--- config.mk ---
export PLATFORM = sky130hd
export DESIGN_NAME = seq_controller
export DESIGN_NICKNAME = d
export VERILOG_FILES = /design/src/rtl/y86_pkg.sv /design/src/rtl/seq_perf_counters.sv /design/src/rtl/seq_controller.sv
export SDC_FILE = /design/constraint.sdc
export NUM_CORES = 1
export LEC_CHECK = 0
export CELL_PAD_IN_SITES_DETAIL_PLACEMENT = 0
export CELL_PAD_IN_SITES_GLOBAL_PLACEMENT = 1
export CORE_ASPECT_RATIO = 0.7
export CORE_MARGIN = 3
export CORE_UTILIZATION = 35
export DETAILED_ROUTE_END_ITERATION = 10
export PLACE_DENSITY_LB_ADDON = 0.1
export SLEW_MARGIN = 20
export SYNTH_ARGS = -nofsm -noshare
export SYNTH_HDL_FRONTEND = slang
export SYNTH_SLANG_ARGS = --single-unit
--- constraint.sdc ---
create_clock -name clk -period 6.3 [get_ports clk]
set_input_delay 0.63 -clock clk [delete_from_list [all_inputs] [get_ports clk]]
set_output_delay 0.63 -clock clk [all_outputs]
set_load 0.005 [all_outputs]
--- src/rtl/y86_pkg.sv ---
// Shared Y86-64 definitions for the SEQ datapath and its sequencer.
//   - Architectural status codes (stat register values).
//   - Instruction codes (icode field of the first instruction byte).
//   - seq_state_t: sequencer states, one per datapath stage plus IDLE/HALTED.
package y86_pkg;

  localparam logic [2:0] STAT_AOK = 3'd1;
  localparam logic [2:0] STAT_HLT = 3'd2;
  localparam logic [2:0] STAT_ADR = 3'd3;
  localparam logic [2:0] STAT_INS = 3'd4;

  localparam logic [3:0] I_HALT   = 4'h0;
  localparam logic [3:0] I_NOP    = 4'h1;
  localparam logic [3:0] I_RRMOVQ = 4'h2;
  localparam logic [3:0] I_IRMOVQ = 4'h3;
  localparam logic [3:0] I_RMMOVQ = 4'h4;
  localparam logic [3:0] I_MRMOVQ = 4'h5;
  localparam logic [3:0] I_OPQ    = 4'h6;
  localparam logic [3:0] I_JXX    = 4'h7;
  localparam logic [3:0] I_CALL   = 4'h8;
  localparam logic [3:0] I_RET    = 4'h9;
  localparam logic [3:0] I_PUSHQ  = 4'hA;
  localparam logic [3:0] I_POPQ   = 4'hB;

  typedef enum logic [2:0] {
    ST_IDLE   = 3'd0,
    ST_FETCH  = 3'd1,
    ST_DECODE = 3'd2,
    ST_EXEC   = 3'd3,
    ST_MEM    = 3'd4,
    ST_WB     = 3'd5,
    ST_PCUPD  = 3'd6,
    ST_HALTED = 3'd7
  } seq_state_t;

endpackage

--- src/rtl/seq_perf_counters.sv ---
// Retired-instruction and busy-cycle counters for the SEQ sequencer.
// Ports:
//   clk, rst     clock, asynchronous active-high reset (clears both counters)
//   retire       one-cycle pulse per retired instruction
//   busy         high while the sequencer is stepping an instruction
//   instr_count  retired instructions, wraps modulo 2^CNT_W
//   cycle_count  busy cycles, wraps modulo 2^CNT_W
module seq_perf_counters #(
  parameter int CNT_W = 32
) (
  input  logic             clk,
  input  logic             rst,
  input  logic             retire,
  input  logic             busy,
  output logic [CNT_W-1:0] instr_count,
  output logic [CNT_W-1:0] cycle_count
);

  always_ff @(posedge clk or posedge rst) begin
    if (rst) begin
      instr_count <= '0;
      cycle_count <= '0;
    end else begin
      if (retire) instr_count <= instr_count + CNT_W'(1);
      if (busy)   cycle_count <= cycle_count + CNT_W'(1);
    end
  end

endmodule

--- src/rtl/seq_controller.sv ---
// Multi-cycle sequencer for the SEQ Y86-64 datapath. Owns the architectural
// PC and stat registers and walks the datapath one stage per clock:
// FETCH, DECODE, EXEC, MEM, WB, PCUPD (6 cycles per instruction).
// Ports:
//   clk, rst                clock, asynchronous active-high reset
//   run                     level: keep executing while high
//   step                    pulse: execute one instruction from IDLE
//   icode, instr_valid,
//   imem_error              fetch results, checked in DECODE
//   dmem_error              data memory fault, checked in MEM
//   updated_pc              next PC from pc_update, loaded in PCUPD
//   PC                      architectural PC
//   fetch_en..pc_en         one-hot stage strobes (decode of state)
//   stat                    AOK/HLT/ADR/INS
//   busy, halted            sequencer activity / terminal halt
//   instr_count,
//   cycle_count             performance counters
//   state                   current FSM state, for observation
// Handshake: run/step are sampled only in IDLE; a step pulse arriving
// while busy is dropped. run is re-sampled at PCUPD to decide whether to
// continue into the next FETCH (only if the sequence was started by run).
module seq_controller
  import y86_pkg::*;
#(
  parameter logic [63:0] PC_RESET  = 64'd32,
  parameter logic [31:0] MAX_INSTR = 32'd0,
  parameter int          CNT_W     = 32
) (
  input  logic             clk,
  input  logic             rst,
  input  logic             run,
  input  logic             step,
  input  logic [3:0]       icode,
  input  logic             instr_valid,
  input  logic             imem_error,
  input  logic             dmem_error,
  input  logic [63:0]      updated_pc,
  output logic [63:0]      PC,
  output logic             fetch_en,
  output logic             decode_en,
  output logic             exec_en,
  output logic             mem_en,
  output logic             wb_en,
  output logic             pc_en,
  output logic [2:0]       stat,
  output logic             busy,
  output logic             halted,
  output logic [CNT_W-1:0] instr_count,
  output logic [CNT_W-1:0] cycle_count,
  output seq_state_t       state
);

  seq_state_t next_state;
  logic [2:0] next_stat;
  logic       retire;
  logic       run_mode;
  logic       start;
  logic       limit_hit;

  assign start = (state == ST_IDLE) && (run || step);

  // Count after this retirement equals the limit (limit 0 disables).
  assign limit_hit = (MAX_INSTR != 32'd0) &&
                     ((instr_count + CNT_W'(1)) == CNT_W'(MAX_INSTR));

  always_comb begin
    next_state = state;
    next_stat  = stat;
    retire     = 1'b0;
    case (state)
      ST_IDLE:   if (run || step) next_state = ST_FETCH;
      ST_FETCH:  next_state = ST_DECODE;
      ST_DECODE: begin
        // Priority: address fault, then illegal instruction, then halt.
        if (imem_error) begin
          next_stat  = STAT_ADR;
          next_state = ST_HALTED;
        end else if (!instr_valid) begin
          next_stat  = STAT_INS;
          next_state = ST_HALTED;
        end else if (icode == I_HALT) begin
          next_stat  = STAT_HLT;
          retire     = 1'b1;
          next_state = ST_HALTED;
        end else begin
          next_state = ST_EXEC;
        end
      end
      ST_EXEC:   next_state = ST_MEM;
      ST_MEM: begin
        if (dmem_error) begin
          next_stat  = STAT_ADR;
          next_state = ST_HALTED;
        end else begin
          next_state = ST_WB;
        end
      end
      ST_WB:     next_state = ST_PCUPD;
      ST_PCUPD: begin
        retire = 1'b1;
        if (limit_hit)             next_state = ST_IDLE;
        else if (run_mode && run)  next_state = ST_FETCH;
        else                       next_state = ST_IDLE;
      end
      ST_HALTED: next_state = ST_HALTED;
      default:   next_state = ST_IDLE;
    endcase
  end

  always_ff @(posedge clk or posedge rst) begin
    if (rst) begin
      state    <= ST_IDLE;
      stat     <= STAT_AOK;
      PC       <= PC_RESET;
      run_mode <= 1'b0;
    end else begin
      state <= next_state;
      stat  <= next_stat;
      if (start)             run_mode <= run;
      if (state == ST_PCUPD) PC <= updated_pc;
    end
  end

  assign fetch_en  = (state == ST_FETCH);
  assign decode_en = (state == ST_DECODE);
  assign exec_en   = (state == ST_EXEC);
  assign mem_en    = (state == ST_MEM);
  assign wb_en     = (state == ST_WB);
  assign pc_en     = (state == ST_PCUPD);
  assign busy      = (state != ST_IDLE) && (state != ST_HALTED);
  assign halted    = (state == ST_HALTED);

  seq_perf_counters #(.CNT_W(CNT_W)) u_counters (
    .clk         (clk),
    .rst         (rst),
    .retire      (retire),
    .busy        (busy),
    .instr_count (instr_count),
    .cycle_count (cycle_count)
  );

endmodule

-- After elaboration in Yosys (flattened, before gate mapping)
Index checks and enable logic that the tools add are counted.
Widths: inputs -> output; s select.
- word-level logic and storage cells: 44
- bits of input ports: 75
- output and inout port bits: 142
- register bits after elaboration: 135
- add/subtract/negate cells: 2
- reduce and logical (&&, ||, !) cells: 9
- multiplexer cells: 16
- equal/unequal tests: 11
- operator list (kind ; count):
    $add 32x1->32 const B ; 2
    $mux 3 ; 8
    $pmux 3 s8 ; 1
    $eq 3x3->1 const B ; 4
    $eq 3x2->1 const B ; 2
    $pmux 3 s2 ; 1
    $logic_not 4->1 ; 1
    $mux 1 ; 4
    $ne 4x3->1 const B ; 1
    $eq 3x1->1 const B ; 1
    $logic_and 1x1->1 ; 3
    $logic_not 3->1 ; 1
    $ne 3x3->1 const B ; 1
    $reduce_and 3->1 ; 1
    $reduce_bool 3->1 ; 1
    $mux 2 ; 1
    $ne 2x1->1 const B ; 1
    $ne 2x2->1 const B ; 1
    $pmux 1 s2 ; 1
    $reduce_bool 2->1 ; 1
    $logic_or 1x1->1 ; 1

-- Logic depth before layout (Yosys ltp)
- depth in word-level cells: 5
- mapped depth: 7

-- Cells and area by module
A second synthesis with hierarchy kept.
- cell total of the unflattened synthesis: 434
- area total of the unflattened synthesis: 5669.2 um2
- by module, submodules not included (module ; times used ; area each (um2) ; cells an instance):
    seq_perf_counters ; 1 ; 2851.5 ; 246
    seq_controller ; 1 ; 2817.7 ; 188

-- Worst setup path after synthesis
No wires, ideal clock.
- kind: input to register
- start point: input port icode[1]
- end point: register u_counters.instr_count[31]
- stages on the path: 5
- slack: 3.858 ns
- data required time: 6.221 ns
- data arrival time: 2.363 ns
- library setup time: 0.079 ns
- path buffers: 0
- path through: or4_4 > o41ai_4 > nand4_4 > nor4_2 > xor2_1
- longest elaborated chain between the ends: 5
- RTL lines (what ; line ; text):
    start: declaration ; seq_controller.sv:33 ; input logic [3:0] icode,
    $logic_not 4->1 ; seq_controller.sv:81 ; end else if (icode == I_HALT) begin
    $mux 1 ; seq_controller.sv:81 ;
    $mux 1 ; seq_controller.sv:78 ; end else if (!instr_valid) begin
    $mux 1 ; seq_controller.sv:75 ; if (imem_error) begin
    $pmux 1 s2 ; seq_controller.sv:70 ; case (state)
    end signal: assignment ; seq_perf_counters.sv:24 ; if (retire) instr_count <= instr_count + CNT_W'(1);
    end: declaration ; seq_perf_counters.sv:15 ; output logic [CNT_W-1:0] instr_count,
No other way between the ends.
A chain may end at the register's enable or synchronous reset.

-- Worst setup path after layout
- start point: register state[2]
- end point: output port pc_en
- longest elaborated chain between the ends: 1
- RTL lines (what ; line ; text):
    start: declaration ; seq_controller.sv:50 ; output seq_state_t state
    start signal: assignment ; seq_controller.sv:117 ; state <= next_state;
    $eq 3x3->1 ; seq_controller.sv:129 ; assign pc_en = (state == ST_PCUPD);
    end: declaration ; seq_controller.sv:44 ; output logic pc_en,
No other way between the ends.

==> results.toml <==
[cts]
cts_tree = "done"
cts_buffers = 17
cts.htree.levels = 4
cts_resized = 0
root_buffer = "clkbuf_16"
clk_pin_slew_worst_paths_ns = 0.06
ctsLongestPathBuffers = 2
post-cts-setup-buffers = 0
hold_buffers = 0
clock_sinks = 135
clkLatencyLatePin_ns = 0.41

[sta]
slew_headroom = 0.362
tns_ns = 0
period_needed_ns = 3.00
hold_ws_ns = 0.468
final-setup-viol-count = 0
fmax_mhz = 334
skew_ns = 0.0102
final-hold-violation-count = 0
fin_crit_sh = 0.476
final-max-slew-violation-count = 0
rsz0062_at_grt = "false"
tightestPinTransition_ns = 0.957

[synth]
synth_most_common_cell = "nand2_1"
synthCells = 571
synth_edf_count = 0
ys_top_cells_by_count = "nand2_1, dfrtp_1, xnor2_1"
yosysWarnings = 0
synth_fp_nets = 648
async_flop_share = 1.00
ys.flop_type = "dfrtp_1"
synth_area_leader_cell = "dfrtp_1"
synth_area_mm2 = 0.00565
syn_area_per_cell_um2 = 9.90
ys_ff_latch = 135
synth_top_cell_area_share = 0.589
synth_cell_types = 36
yosys-top-cells-area = "dfrtp_1, nand2_1, xnor2_1"
yosysSeqAreaShare = 0.598

[cells_and_area]
num-nets-final = 869
syn2layout_area_growth_pct = 54.4
final_cell_area_mm2 = 0.00873
drive_above_1_share = 0.0658
diodes = 0
multi_input_area_mm2 = 0.00215
instances_no_fill = 1005
seqCellArea_mm2 = 0.00338
fill_cells = 1329
post-route-util = 0.558

[worst_setup_path]
crit_path_max_fanout = 65
crit_type = "reg2out"
r2r_start = "state[2]"
rrSetupSlack_ns = 3.85
arrival_ns = 2.37
cp.required_ns = 5.67
ff2ff_path_depth = 6
start_kind = "flop"
reg2reg_to = "u_counters.instr_count[5]"
endpoint_kind = "output pin"

[floorplan]
dieArea_mm2 = 0.0177
ioPinCount = 217
die_w_um = 158
core_mm2 = 0.0156
die_y_um = 112
initial_core_util = 0.361
rows = 38

[drt]
drcViolationCount = 0
avgViaCountPerCell = 4.71
drtPass1Iterations = 4
wl_um = 15700
vias = 4732
drt_first_iter_violations = 300
route.detailed.wl_per_inst_um = 15.6
detail-route-antenna-nets = 0

[hold_path]
hp-class = "reg2reg"
hold_path_startpoint = "PC[18]"
min_to = "PC[18]"
hold_depth = 2

[global_routing]
grt_pass1_wl_um = 25400
grt_pass1_vias = 4908
grt_overflow_total = 0
globalRouteTotalUtil = 0.182
antenna_found_initial = 0
grt_max_degree = 76

[placed_design]
io_buffers = 216
gp_congestion = 0.814
hpwl_um = 11000
placed_area_mm2 = 0.00803
dp_cells = 973

[run_status]
status = "finished clean"

[power]
leakagePower_nw = 4.11
ir_drop_mv = 0.180
cellPowerDensity_mw_per_mm2 = 430

[flow_run]
drv_cap = 0
==> per-layer routing <==
layer | up-vias | global-route usage | part of all wire
li1 | 2292 | - | -
met1 | 2270 | 0.245 | 0.45
met2 | 155 | 0.276 | 0.45
met3 | 15 | 0.0748 | 0.087
met4 | 0 | 0.0451 | 0.011
met5 | - | 0 | 0
==> how the worst max path moves through the flow <==
stage | start | to | slack (ns)
4_1_cts | state[2] | pc_en | 3.25
3_5_place_dp | icode[1] | u_counters.instr_count[28] | 3.15
6_report | state[2] | pc_en | 3.30
2_1_floorplan | rst | PC[0] | 2.06
3_3_place_gp | icode[1] | u_counters.instr_count[22] | 3.17
5_1_grt | state[2] | pc_en | 3.13
==> worst max-delay path, cell delays in order, from the launching register on <==
cell and delay [ns]:
dfrtp_1 0.55, nand3b_1 0.16, inv_2 0.07, buf_4 0.53, clkdlybuf4s50_1 0.63
==> registers in the layout (all words and copies together) (netlist names) <==
signal,flops
PC,64
run_mode,1
stat,3
state,3
u_counters.cycle_count,32
u_counters.instr_count,32
==> logic make-up (layout without fill, tap and decap cells) <==
kind of cell | count (synthesis) | in the layout | share of synthesized area
simple gates | 325 | 325 | 0.259
flops | 135 | 135 | 0.598
xor+xnor | 62 | 62 | 0.0960
buf+inv | 33 | 267 | 0.0223
compound gates | 11 | 11 | 0.0146
mux | 3 | 3 | 0.00597
fa+ha+maj | 2 | 2 | 0.00443
==> through the flow <==
stage	setup WS [ns]	total power, W
2_1_floorplan	2.06	0.00184
3_3_place_gp	3.17	0.00260
3_5_place_dp	3.15	0.00263
4_1_cts	3.25	0.00382
5_1_grt	3.13	0.00401
6_report	3.30	0.00376
==> layout by cell type (no fill, tap or decap), types with 13 or more instances in the layout <==
cell type and instances:
clkdlybuf4s50_1 216, xor2_1 27, clkbuf_16 17, inv_1 13, nand4_1 16, nand3_1 20
nor3_1 18, nand2_1 217, nor2_1 17, xnor2_1 35, dfrtp_1 133
==> area by class of cell <==
| type | instances | area share |
|---|---|---|
| clock buffer | 21 | 0.0550 |
| sequential | 135 | 0.387 |
| multi-input combinational | 403 | 0.246 |
| timing repair buffer | 220 | 0.251 |
| inverter | 15 | 0.00702 |
| tap | 200 | 0.0287 |
| clock inverter | 11 | 0.0248 |
==> power breakdown <==
| part | internal (W) | leakage [nW] | switching (W) |
|---|---|---|---|
| sequential | 0.00114 | 1.72 | 0.000197 |
| combinational | 0.000704 | 2.04 | 0.000549 |
| clock | 0.000787 | 0.344 | 0.000379 |
| total | 0.00263 | 4.11 | 0.00113 |
No activity file was read; power rests on OpenSTA's default activity.
